==> config.mk <==
export PLATFORM = sky130hd
export DESIGN_NAME = step_clock_ctrl
export DESIGN_NICKNAME = d
export VERILOG_FILES = /design/src/rtl/step_clock_pkg.sv /design/src/rtl/step_clock_ctrl_input_debounce.sv /design/src/rtl/step_clock_ctrl.sv
export SDC_FILE = /design/constraint.sdc
export NUM_CORES = 1
export LEC_CHECK = 0
export BUFFER_PORTS_ARGS = -buffer_cell sky130_fd_sc_hd__buf_4
export CORE_MARGIN = 3
export CORE_UTILIZATION = 61
export DETAILED_ROUTE_END_ITERATION = 8
export PLACE_DENSITY = 0.8
export RECOVER_POWER = 50
export SLEW_MARGIN = 20
export SYNTH_ARGS = -nofsm -noshare
export SYNTH_HDL_FRONTEND = slang
export SYNTH_SLANG_ARGS = --single-unit
==> constraint.sdc <==
create_clock -name clk -period 2.9 [get_ports clk]
set_input_delay 0.435 -clock clk [delete_from_list [all_inputs] [get_ports clk]]
set_output_delay 0.435 -clock clk [all_outputs]
set_load 0.02 [all_outputs]
==> src/rtl/step_clock_pkg.sv <==
// step_clock_pkg: shared definitions for the step/run clock-enable controller.
//   state_e   : controller state encoding, also driven on the `state` port
//   cnt_width : width of a counter that must reach max(a, b, c) - 1
package step_clock_pkg;

  typedef enum logic [1:0] {
    ST_STEP = 2'd0,
    ST_RUN  = 2'd1,
    ST_HALT = 2'd2
  } state_e;

  // Returns enough bits to hold values up to the largest argument minus one.
  // The result is never smaller than 1.
  function automatic int cnt_width(input int a, input int b, input int c);
    int m;
    m = (a > b) ? a : b;
    m = (m > c) ? m : c;
    return (m < 2) ? 1 : $clog2(m);
  endfunction

endpackage

==> src/rtl/step_clock_ctrl_input_debounce.sv <==
// input_debounce: two-flop synchroniser followed by a stability counter.
//   clk, rst : system clock, asynchronous active-low reset
//   din      : raw asynchronous input
//   level    : debounced level. It takes the value of the synchronised input
//              once that input has differed from it for DEBOUNCE_CYCLES
//              consecutive cycles.
// RST_LEVEL is the reset value of both synchroniser flops and of the stable level.
module input_debounce #(
  parameter int   DEBOUNCE_CYCLES = 500000,
  parameter logic RST_LEVEL       = 1'b0,
  parameter int   CW              = 19
) (
  input  logic clk,
  input  logic rst,
  input  logic din,
  output logic level
);

  localparam logic [CW-1:0] CNT_MAX = CW'(DEBOUNCE_CYCLES - 1);

  logic          sync1_q, sync2_q;
  logic          level_q, level_d;
  logic [CW-1:0] cnt_q, cnt_d;

  // NOTE: every written variable gets a default first, so no path leaves it unassigned and no latch is inferred.
  always_comb begin
    level_d = level_q;
    cnt_d   = '0;
    if (sync2_q != level_q) begin
      if (cnt_q == CNT_MAX) begin
        level_d = sync2_q;
      end else begin
        cnt_d = cnt_q + 1'b1;
      end
    end
  end

  // NOTE: state updates use non-blocking assignment, so every flop samples pre-edge values.
  always_ff @(posedge clk or negedge rst) begin
    if (!rst) begin
      sync1_q <= RST_LEVEL;
      sync2_q <= RST_LEVEL;
      level_q <= RST_LEVEL;
      cnt_q   <= '0;
    end else begin
      sync1_q <= din;
      sync2_q <= sync1_q;
      level_q <= level_d;
      cnt_q   <= cnt_d;
    end
  end

  assign level = level_q;

endmodule

==> src/rtl/step_clock_ctrl.sv <==
// step_clock_ctrl: turns a push-button and a run/step switch into a
// single-cycle pipeline advance enable. The enable fires once per debounced
// press in STEP mode, or every RUN_DIV cycles in RUN mode.
//   clk, rst    : system clock, asynchronous active-low reset
//   step_btn_n  : raw button, low = pressed
//   run_sel     : raw switch, 1 = RUN
//   halt_req    : synchronous halt request from the pipeline
//   cpu_en      : one-cycle advance enable (registered)
//   step_count  : number of cpu_en pulses since reset, wraps at 16 bits
//   state       : 0 STEP, 1 RUN, 2 HALT
//   btn_pressed : debounced button level, 1 = pressed
// Optional build macro STEP_AUTOREPEAT_EN: while the button is held in STEP,
// a pulse repeats every REPEAT_CYCLES cycles.
module step_clock_ctrl
  import step_clock_pkg::*;
#(
  parameter int DEBOUNCE_CYCLES = 500000,
  parameter int RUN_DIV         = 25000000,
  parameter int REPEAT_CYCLES   = 25000000
) (
  input  logic        clk,
  input  logic        rst,
  input  logic        step_btn_n,
  input  logic        run_sel,
  input  logic        halt_req,
  output logic        cpu_en,
  output logic [15:0] step_count,
  output logic [1:0]  state,
  output logic        btn_pressed
);

  localparam int CW = cnt_width(DEBOUNCE_CYCLES, RUN_DIV, REPEAT_CYCLES);
  localparam logic [CW-1:0] DIV_MAX = CW'(RUN_DIV - 1);

  logic btn_lvl_n, run_lvl;

  input_debounce #(.DEBOUNCE_CYCLES(DEBOUNCE_CYCLES), .RST_LEVEL(1'b1), .CW(CW)) u_btn_db (
    .clk(clk), .rst(rst), .din(step_btn_n), .level(btn_lvl_n)
  );

  input_debounce #(.DEBOUNCE_CYCLES(DEBOUNCE_CYCLES), .RST_LEVEL(1'b0), .CW(CW)) u_run_db (
    .clk(clk), .rst(rst), .din(run_sel), .level(run_lvl)
  );

  state_e        state_q, state_d;
  logic          cpu_en_q, cpu_en_d;
  logic [15:0]   step_count_q, step_count_d;
  logic [CW-1:0] div_q, div_d;
  logic          btn_prev_q, run_prev_q;
  logic          fall_seen_q, fall_seen_d;  // run_sel fell while halted
  logic          press_evt, run_rise, run_fall, div_wrap, rep_fire;

  assign btn_pressed = ~btn_lvl_n;
  assign press_evt   = btn_pressed & ~btn_prev_q;
  assign run_rise    = run_lvl & ~run_prev_q;
  assign run_fall    = ~run_lvl & run_prev_q;
  assign div_wrap    = (div_q == DIV_MAX);

`ifdef STEP_AUTOREPEAT_EN
  localparam logic [CW-1:0] REP_MAX = CW'(REPEAT_CYCLES - 1);
  logic [CW-1:0] rep_q, rep_d;

  // Counts only while the button stays held in STEP after the initial press;
  // any release, mode change or halt clears it.
  always_comb begin
    rep_d    = '0;
    rep_fire = 1'b0;
    if (state_q == ST_STEP && !halt_req && !run_rise && btn_pressed && !press_evt) begin
      if (rep_q == REP_MAX) begin
        rep_fire = 1'b1;
      end else begin
        rep_d = rep_q + 1'b1;
      end
    end
  end

  always_ff @(posedge clk or negedge rst) begin
    if (!rst) rep_q <= '0;
    else      rep_q <= rep_d;
  end
`else
  assign rep_fire = 1'b0;
`endif

  always_comb begin
    state_d     = state_q;
    cpu_en_d    = 1'b0;
    div_d       = div_q;
    fall_seen_d = fall_seen_q;
    unique case (state_q)
      ST_STEP: begin
        if (run_rise) begin
          state_d = ST_RUN;
          div_d   = '0;
        end else if (press_evt || rep_fire) begin
          cpu_en_d = 1'b1;
        end
      end
      ST_RUN: begin
        if (run_fall) begin
          state_d = ST_STEP;
        end else begin
          div_d    = div_wrap ? '0 : div_q + 1'b1;
          cpu_en_d = div_wrap;
        end
      end
      ST_HALT: begin
        if (run_fall) fall_seen_d = 1'b1;
        if (!halt_req) begin
          // The releasing press only leaves HALT; it does not advance the pipeline.
          if (press_evt && !run_lvl) begin
            state_d = ST_STEP;
          end else if (run_rise && fall_seen_q) begin
            state_d     = ST_RUN;
            div_d       = '0;
            fall_seen_d = 1'b0;
          end
        end
      end
      default: state_d = ST_STEP;
    endcase

    // Halt overrides everything, including a press or divider wrap in the same cycle.
    if (halt_req) begin
      state_d  = ST_HALT;
      cpu_en_d = 1'b0;
      if (state_q != ST_HALT) fall_seen_d = 1'b0;
    end

    step_count_d = step_count_q + {15'd0, cpu_en_d};
  end

  always_ff @(posedge clk or negedge rst) begin
    if (!rst) begin
      state_q      <= ST_STEP;
      cpu_en_q     <= 1'b0;
      step_count_q <= '0;
      div_q        <= '0;
      btn_prev_q   <= 1'b0;
      run_prev_q   <= 1'b0;
      fall_seen_q  <= 1'b0;
    end else begin
      state_q      <= state_d;
      cpu_en_q     <= cpu_en_d;
      step_count_q <= step_count_d;
      div_q        <= div_d;
      btn_prev_q   <= btn_pressed;
      run_prev_q   <= run_lvl;
      fall_seen_q  <= fall_seen_d;
    end
  end

  assign cpu_en     = cpu_en_q;
  assign step_count = step_count_q;
  assign state      = state_q;

endmodule

==> flow_metrics.tcl, run 1 <==
set metrics [dict create \
    status "finished with violations" \
    violations "max-capacitance violations, max-slew violations" \
    max_freq_ghz 0.380 \
    grt_pass1_vias 3976 \
    p_per_area_nw_per_um2 436 \
    vias_per_cell 6.08 \
    grt_start_max_net_pins 49 \
    slowest_stage "or4b_4" \
    synthArstFlopShare 1.00 \
    cp-end-kind "flip-flop" \
    holdPathEnd "u_btn_db.sync1_q$_DFF_PN1_" \
    path_cells "or4b_4 -> nor4_4 -> and3_1 -> a31oi_1 -> nor3_2 -> ha_2 -> ha_2 -> nand4_1 -> xnor2_1" \
    syn_nets 544 \
    coreArea_um2 7970 \
    seq_area_frac_synth 0.502 \
    setup_viol 0 \
    syn_area_per_cell_um2 9.65 \
    syn_inst 533 \
    die_y_um 97.8 \
    drtPass1Iterations 6 \
    slew_violations 49 \
    synth-edff-count 0 \
    cp_common_cell "ha_2" \
    die_width_um 97.8 \
    ff2ff_path_depth 9 \
    cp.buffers_inverters 0 \
    worstHoldStart "step_btn_n" \
    gp_congestion 0.857 \
    n_fill_cell 604 \
    synth-main-ff-cell "dfrtp_1" \
    grt_overflow_total 0 \
    cts.reportedPaths.clkPinSlew_ns 0.11 \
    grt_usage 0.227 \
    cp-start-kind "flip-flop" \
    final_common_cell "dfrtp_1" \
    clk_latency_ns 0.37 \
    hold_path_depth 1 \
    drive_above_1_share 0.116 \
    worst_pin_slew_ns 2.53 \
    diodes 0 \
    finClkSkew_ns 0.0155 \
    crit_start "div_q[7]$_DFFE_PN0P_" \
    crit_path_max_fanout 7 \
    cts_buffers 9 \
    num_rows 32 \
    clock_sinks 103 \
    pin_count 25 \
    vias 4033 \
    relSlewSlack -0.683 \
    cts_root_buffer "clkbuf_8" \
    ir_drop_mv 0.270 \
    post_drt_wl_per_cell_um 15.7 \
    worst_ep_arrival_time_ns 2.89 \
    antenna_found_initial 0 \
    drc 0 \
    r2r_end "step_count[14]$_DFF_PN0_" \
    period_share 0.907 \
    cp.required_ns 3.15 \
    reg2reg_from "div_q[7]$_DFFE_PN0P_" \
    final_cell_mix "dfrtp_1 (100), nor2_1 (76), nand2_1 (47), xnor2_1 (38), nand3_1 (35)" \
    grt_first_pass_wirelength_um 18100 \
    nets 567 \
    htreeDepth 3 \
    synth_top_cell_area_share 0.487 \
    ys_seq_elements 103 \
    min_period_ns 2.63 \
    critPathTopFamily "simple AND/OR/NAND/NOR gates" \
    yosysUniqueCellTypes 49 \
    start_util 0.645 \
    synth_warnings 0 \
    yosys.area.top_type "dfrtp_1" \
    grt_setup_unrepaired "false" \
    cts_tree "done" \
    initialDrtViolationCount 309 \
    max-cap-violations 1 \
    syn_area_um2 5140 \
    timing_worst_setup_path_type "reg2reg" \
    whs_ns 0.163 \
    syn_to_final_growth_pct 8.71 \
    reg2reg_slack_ns 0.27 \
    power_mw 2.44 \
    finalWirelength_um 10400 \
    cts.path.max_buffers 2 \
    hold_viol_final 0 \
    leakage_nw 2.30 \
    max_stage_delay_ns 0.57 \
    io_buffers 24 \
    ys_top_cells_by_area "dfrtp_1 (49%), xnor2_1 (6.5%), nor2_1 (5.5%)" \
    setup-tns-final_ns 0 \
    hp-class "in2reg" \
    post-dp-hpwl_um 7250 \
    die_area_um2 9570 \
    drtAntennaViolNets 0 \
]
[flip-flops by register name (all words and copies together) (netlist names), 2 cells and up]
name	cells
div_q	25
state	2
step_count	16
u_btn_db.cnt_q	25
u_run_db.cnt_q	25
[metrics by stage]
step	std cells	setup WS [ns]	cell area (um^2)	util
2_1_floorplan	533	0.389	5140	-
3_3_place_gp	647	0.214	5410	0.678
3_5_place_dp	647	0.126	5410	0.678
4_1_cts	663	0.0818	5590	0.701
5_1_grt	663	0.0656	5590	0.701
6_report	663	0.268	5590	0.701
[synthesized netlist by cell type (2+ instances only)]
cell type and number:
dfrtp_1 100, nor2_1 76, nand2_1 47, xnor2_1 38, nand3_1 35, xor2_1 26
a31oi_1 25, nand4_1 25, and3_1 17, nor3_1 16, inv_1 14, clkbuf_1 11
nor4_1 11, and4_1 9, nand2b_1 8, o21ai_0 7, ha_1 6, a21oi_1 5
buf_2 5, or2_2 4, dfstp_2 3, nor2b_1 3, o2111ai_1 3, o22ai_1 3
a41oi_1 2, buf_4 2, buf_6 2, nand3b_1 2, nor2_2 2, nor4_2 2
nor4b_1 2, o21ai_1 2, or3_1 2, or4_1 2, or4b_1 2
[repair_timing]
item                                   in CTS  in global routing
gates resized for setup                     0                  3
hold buffers                                0                  0
setup endpoints to repair                   0                  8
endpoints found under the hold margin       0                  0
buffers inserted                            0                  0
[worst max path at each step]
stage | cells past startpoint | end | slack, ns
5_1_grt | 9 | step_count[14]$_DFF_PN0_ | 0.07
2_1_floorplan | 9 | step_count[14]$_DFF_PN0_ | 0.39
3_5_place_dp | 9 | step_count[14]$_DFF_PN0_ | 0.13
3_3_place_gp | 9 | step_count[12]$_DFF_PN0_ | 0.21
4_1_cts | 9 | step_count[14]$_DFF_PN0_ | 0.08
6_report | 9 | step_count[14]$_DFF_PN0_ | 0.27
[routing by layer]
layer,track usage,part of all wire
met5,0,0
met4,0.0692,0.0095
met3,0.0543,0.059
met2,0.353,0.47
met1,0.319,0.46
[final cells by class]
class                   count  area, um^2  area share
well taps                 102         128      0.0228
multi-input cells         396        2410       0.432
clock inverters             7        57.6      0.0103
flip-flops and latches    103        2580       0.462
inverters                  14        52.6     0.00940
clock buffers               9         124      0.0222
repair buffers             32         233      0.0416
[power by group]
group,switching [mW],internal (mW)
combinational,0.0759,0.0371
sequential,0.0374,1.47
clock,0.501,0.321
[logic make-up after synthesis]
group / count (synthesis) / synth area share
buffers and inverters: 34 / 0.0304
xor gates and xnor gates: 64 / 0.109
AOI/OAI and AO/OA: 56 / 0.0723
adders and majority gates: 6 / 0.0146
and+or+nand+nor: 270 / 0.272
DFF: 103 / 0.502
(Power assumes the default switching activity.)
==> inputs of run 2 (changes only) <==
--- a/config.mk
+++ b/config.mk
@@ -9,6 +9,7 @@
 export CORE_MARGIN = 3
 export CORE_UTILIZATION = 61
 export DETAILED_ROUTE_END_ITERATION = 8
+export MAX_ROUTING_LAYER = met4
 export PLACE_DENSITY = 0.8
 export RECOVER_POWER = 50
 export SLEW_MARGIN = 20
==> run 2 against run 1 <==
Net effect: power is essentially flat; the flow still finishes with violations (max-capacitance violations, max-slew violations); worst setup slack lost 0.0032 ns; clock skew shrank 0.0028 ns; global-route usage grew 0.68 points; sequential cell count is the same; critical path depth is the same; first-iteration DRC count shrank 0.65%; sequential power is essentially flat; via count is essentially flat; final cell count is the same; largest power group unchanged; critical path type unchanged; count of clock-buffer cells in the layout is the same; largest cell class unchanged.
==> flow_metrics.tcl, run 2 (same netlist as run 1, synthesis figures left out) <==
set metrics [dict create \
    final_common_cell "dfrtp_1" \
    status "finished with violations" \
    worst_ep_arrival_time_ns 2.89 \
    pin_count 25 \
    worstHoldStart "step_btn_n" \
    start_util 0.645 \
    cts_buffers 9 \
    cts_tree "done" \
    relSlewSlack -0.671 \
    grt_pass1_vias 3986 \
    initialDrtViolationCount 307 \
    hp-class "in2reg" \
    finalWirelength_um 10400 \
    cp-start-kind "flip-flop" \
    drtPass1Iterations 6 \
    reg.largest.list "div_q x25, u_btn_db.cnt_q x25, u_run_db.cnt_q x25" \
    switching_share 0.252 \
    power_mw 2.44 \
    path_cells "or4b_4 -> nor4_4 -> and3_1 -> a31oi_1 -> nor3_2 -> ha_2 -> ha_2 -> nand4_1 -> xnor2_1" \
    slew_violations 49 \
    die_area_um2 9570 \
    syn_to_final_growth_pct 8.71 \
    fin_ws_ns 0.265 \
    finalNonFillerCells 663 \
    die_width_um 97.8 \
    violations "max-capacitance violations, max-slew violations" \
    post-dp-hpwl_um 7250 \
    final_cell_mix "dfrtp_1 (100), nor2_1 (76), nand2_1 (47), xnor2_1 (38), nand3_1 (35)" \
    gp_congestion 0.871 \
    cp-end-kind "flip-flop" \
    p_clk_frac 0.338 \
    intPower_mw 1.82 \
    power_switching_mw 0.616 \
    grt_setup_unrepaired "false" \
    cts_root_buffer "clkbuf_8" \
    finClkSkew_ns 0.0127 \
    ff2ff_path_depth 9 \
    max-cap-violations 1 \
    leakage_nw 2.30 \
    clock_sinks 103 \
    num_rows 32 \
    ir_drop_mv 0.270 \
    p_seq_frac 0.616 \
    setup_viol 0 \
    p_per_area_nw_per_um2 436 \
    cp_common_cell "ha_2" \
    cp.required_ns 3.15 \
    crit_start "div_q[7]$_DFFE_PN0P_" \
    grt_first_pass_wirelength_um 18100 \
    die_y_um 97.8 \
    hold_viol_final 0 \
    p_comb_frac 0.046 \
    crit_path_max_fanout 7 \
    min_period_ns 2.63 \
    clk_latency_ns 0.37 \
    grt_usage 0.233 \
    cts.reportedPaths.clkPinSlew_ns 0.10 \
    nets 567 \
    fin_util 0.701 \
    drive_above_1_share 0.116 \
    io_buffers 24 \
    period_share 0.909 \
    setup-tns-final_ns 0 \
    max_freq_ghz 0.380 \
    diodes 0 \
    dp.cells 647 \
    htreeDepth 3 \
    pre_cts_ws_ns 0.126 \
    reg2reg_slack_ns 0.27 \
    vias 4035 \
    max_stage_delay_ns 0.57 \
    coreArea_um2 7970 \
    grt_overflow_total 0 \
    worst_pin_slew_ns 2.51 \
    reg2reg_from "div_q[7]$_DFFE_PN0P_" \
    hold_path_depth 1 \
    timing_worst_setup_path_type "reg2reg" \
    grt_start_max_net_pins 49 \
    cts.path.max_buffers 2 \
    vias_per_cell 6.09 \
    post_drt_wl_per_cell_um 15.7 \
    antenna_found_initial 0 \
    slowest_stage "or4b_4" \
    drc 0 \
    drtAntennaViolNets 0 \
]
[run 2: cell counts in the layout (fill, tap and decap cells not counted)]
No cell type changed its count.
[run 2: power groups by stage]
stage          clock network, mW  registers (mW)  logic [mW]
2_1_floorplan                  0            1.52      0.0647
3_3_place_gp                   0            1.53       0.111
3_5_place_dp                   0            1.53       0.115
4_1_cts                    0.850            1.50       0.115
5_1_grt                    0.916            1.51       0.130
6_report                   0.824            1.50       0.112
[run 2: per-layer routing]
layer,up-vias,global-route usage,part of all wire
li1,1926,-,-
met1,1969,0.319,0.46
met2,121,0.353,0.47
met3,19,0.0507,0.051
met4,0,0.0724,0.015
met5,-,-,0
[run 2: cell type report]
class                           count  area (um^2)
Clock inverter                      7         57.6
Fill cell                         604         2380
Sequential cell                   103         2580
Multi-Input combinational cell    396         2410
Tap cell                          102          128
Timing Repair Buffer               32          233
Inverter                           14         52.6
Clock buffer                        9          124
[run 2: metrics by stage]
step | hold slack (ns) | cell area, um^2
detailed placement | 0.348 | 5410
finish | 0.168 | 5590
CTS | 0.0773 | 5590
global route | 0.132 | 5590
floorplan | 0.139 | 5140
global placement | 0.351 | 5410
[run 2: timing repair]
action / in CTS / in global routing
setup buffers: 0 / 0
gates resized for setup: 0 / 3
hold buffers: 0 / 0
hold endpoints to repair: 0 / 0
setup endpoints to repair: 0 / 8
[run 2: worst paths after layout]
kind | to
setup / recovery | step_count[14]$_DFF_PN0_
hold / removal | u_btn_db.sync1_q$_DFF_PN1_
setup reg to reg | step_count[14]$_DFF_PN0_
hold reg to reg | u_btn_db.sync2_q$_DFF_PN1_
max in group asynchronous | u_btn_db.sync1_q$_DFF_PN1_
min in group asynchronous | cpu_en$_DFF_PN0_
[run 2: critical path: cells and delay by family, from the launching register on]
family                     cells  cell delay [ns]
DFF                            1             0.45
adders and majority gates      2             0.51
xor gates and xnor gates       1             0.15
and+or+nand+nor                5             1.31
AOI/OAI and AO/OA              1             0.10
==> inputs of run 3 (changes only) <==
--- a/config.mk
+++ b/config.mk
@@ -8,6 +8,7 @@
 export BUFFER_PORTS_ARGS = -buffer_cell sky130_fd_sc_hd__buf_4
 export CORE_MARGIN = 3
 export CORE_UTILIZATION = 61
+export CTS_BUF_LIST = sky130_fd_sc_hd__clkbuf_16
 export DETAILED_ROUTE_END_ITERATION = 8
 export MAX_ROUTING_LAYER = met4
 export PLACE_DENSITY = 0.8
==> run 3 against run 2 <==
Net effect: the flow still finishes with violations (max-capacitance violations, max-slew violations); first-iteration DRC count grew 16%; maximum frequency is 1.8% lower; utilization rose by 1.2 points; non-clock buffer count is the same; clock skew decreased by 0.0036 ns; die area unchanged; critical path depth unchanged; hold slack better by 0.034 ns.
==> flow_metrics.tcl, run 3 (same netlist as run 1, synthesis figures left out) <==
set metrics [dict create \
    drc 0 \
    cp.required_ns 3.11 \
    drtPass1Iterations 5 \
    timing_worst_setup_path_type "reg2reg" \
    hold_path_depth 1 \
    hold_viol_final 0 \
    antenna_found_initial 0 \
    crit_path_max_fanout 7 \
    ff2ff_path_depth 9 \
    finClkSkew_ns 0.00912 \
    multi_input_area_um2 2410 \
    initialDrtViolationCount 355 \
    io_buffers 24 \
    final_cell_mix "dfrtp_1 (100), nor2_1 (76), nand2_1 (47), xnor2_1 (38), nand3_1 (35)" \
    ir_drop_mv 0.258 \
    cp-start-kind "flip-flop" \
    diodes 0 \
    num_rows 32 \
    hp-class "in2reg" \
    drtAntennaViolNets 0 \
    post_drt_wl_per_cell_um 15.8 \
    setup-tns-final_ns 0 \
    cts_buffers 9 \
    worst_ep_arrival_time_ns 2.90 \
    clk_latency_ns 0.34 \
    cts_resized 0 \
    post_cts_buffers 0 \
    grt_first_pass_wirelength_um 18300 \
    vias 4024 \
    cp-end-kind "flip-flop" \
    finalWirelength_um 10400 \
    grt_start_max_net_pins 49 \
    cts.path.max_buffers 2 \
    syn_to_final_growth_pct 10.6 \
    holdPathEnd "u_btn_db.sync1_q$_DFF_PN1_" \
    nets 567 \
    post-dp-hpwl_um 7250 \
    cts_root_buffer "clkbuf_16" \
    coreArea_um2 7970 \
    reg2reg_slack_ns 0.22 \
    cts_tree "done" \
    n_fill_cell 590 \
    pin_count 25 \
    grt_usage 0.235 \
    start_util 0.645 \
    die_width_um 97.8 \
    grt_setup_unrepaired "false" \
    clock_sinks 103 \
    grt_overflow_total 0 \
    violations "max-capacitance violations, max-slew violations" \
    die_y_um 97.8 \
    worst_pin_slew_ns 2.52 \
    slew_violations 49 \
    final_common_cell "dfrtp_1" \
    cts.reportedPaths.clkPinSlew_ns 0.07 \
    reg2reg_from "div_q[7]$_DFFE_PN0P_" \
    min_period_ns 2.68 \
    htreeDepth 3 \
    grt_pass1_vias 3981 \
    relSlewSlack -0.678 \
    power_mw 2.74 \
    setup_viol 0 \
    p_per_area_nw_per_um2 481 \
    r2r_end "step_count[14]$_DFF_PN0_" \
    worstHoldStart "step_btn_n" \
    drive_above_1_share 0.114 \
    gp_congestion 0.871 \
    status "finished with violations" \
    vias_per_cell 6.07 \
    cts_hold_buffers 0 \
    die_area_um2 9570 \
    reg.largest.list "div_q x25, u_btn_db.cnt_q x25, u_run_db.cnt_q x25" \
    leakage_nw 2.35 \
    max-cap-violations 1 \
    max_freq_ghz 0.373 \
    period_share 0.925 \
    ff_latch_area_um2 2580 \
]
==> run 3: cell count changes in the layout (fill, tap and decap cells not counted) <==
cell	previous run	this run
clkbuf_16	0	9
ha_2	2	1
ha_1	4	5
clkbuf_8	9	0
==> run 3: through the flow <==
stage	instance area [um^2]	setup WS, ns	utilization	hold slack, ns	cells
5_1_grt	5690	0.0224	0.714	0.186	663
4_1_cts	5690	0.0885	0.714	0.120	663
6_report	5690	0.217	0.714	0.202	663
3_5_place_dp	5410	0.126	0.678	0.348	647
3_3_place_gp	5410	0.214	0.678	0.351	647
2_1_floorplan	5140	0.389	-	0.139	533
==> run 3: worst max-delay path by stage <==
stage | startpoint | end | slack [ns] | cells past startpoint
2_1_floorplan | div_q[7]$_DFFE_PN0P_ | step_count[14]$_DFF_PN0_ | 0.39 | 9
3_3_place_gp | div_q[7]$_DFFE_PN0P_ | step_count[12]$_DFF_PN0_ | 0.21 | 9
3_5_place_dp | div_q[7]$_DFFE_PN0P_ | step_count[14]$_DFF_PN0_ | 0.13 | 9
4_1_cts | div_q[7]$_DFFE_PN0P_ | step_count[14]$_DFF_PN0_ | 0.09 | 9
5_1_grt | div_q[7]$_DFFE_PN0P_ | step_count[14]$_DFF_PN0_ | 0.02 | 9
6_report | div_q[7]$_DFFE_PN0P_ | step_count[14]$_DFF_PN0_ | 0.22 | 9
==> run 3: final cells by class <==
cell class,instances,share of cell area
sequential,103,0.454
multi-input combinational,396,0.424
timing repair buffer,32,0.0409
clock buffer,9,0.0396
tap,102,0.0224
clock inverter,7,0.0101
inverter,14,0.00924
==> run 3: power breakdown <==
group          internal [mW]  switching (mW)
Clock                  0.591           0.530
Sequential              1.47          0.0373
Combinational         0.0371          0.0755
==> run 3: critical path: stages, from the launching register on <==
cell	delay, ns
dfrtp_1	0.44
or4b_4	0.57
nor4_4	0.25
and3_1	0.21
a31oi_1	0.10
nor3_2	0.15
ha_2	0.27
ha_1	0.27
nand4_1	0.15
xnor2_1	0.15
==> run 3: layer usage <==
metal	wire length [um]	GRT usage	up-vias
met5	0	-	-
met4	85	0.0724	0
met3	450	0.0407	11
met2	5020	0.359	112
met1	4890	0.326	1975
li1	-	-	1926
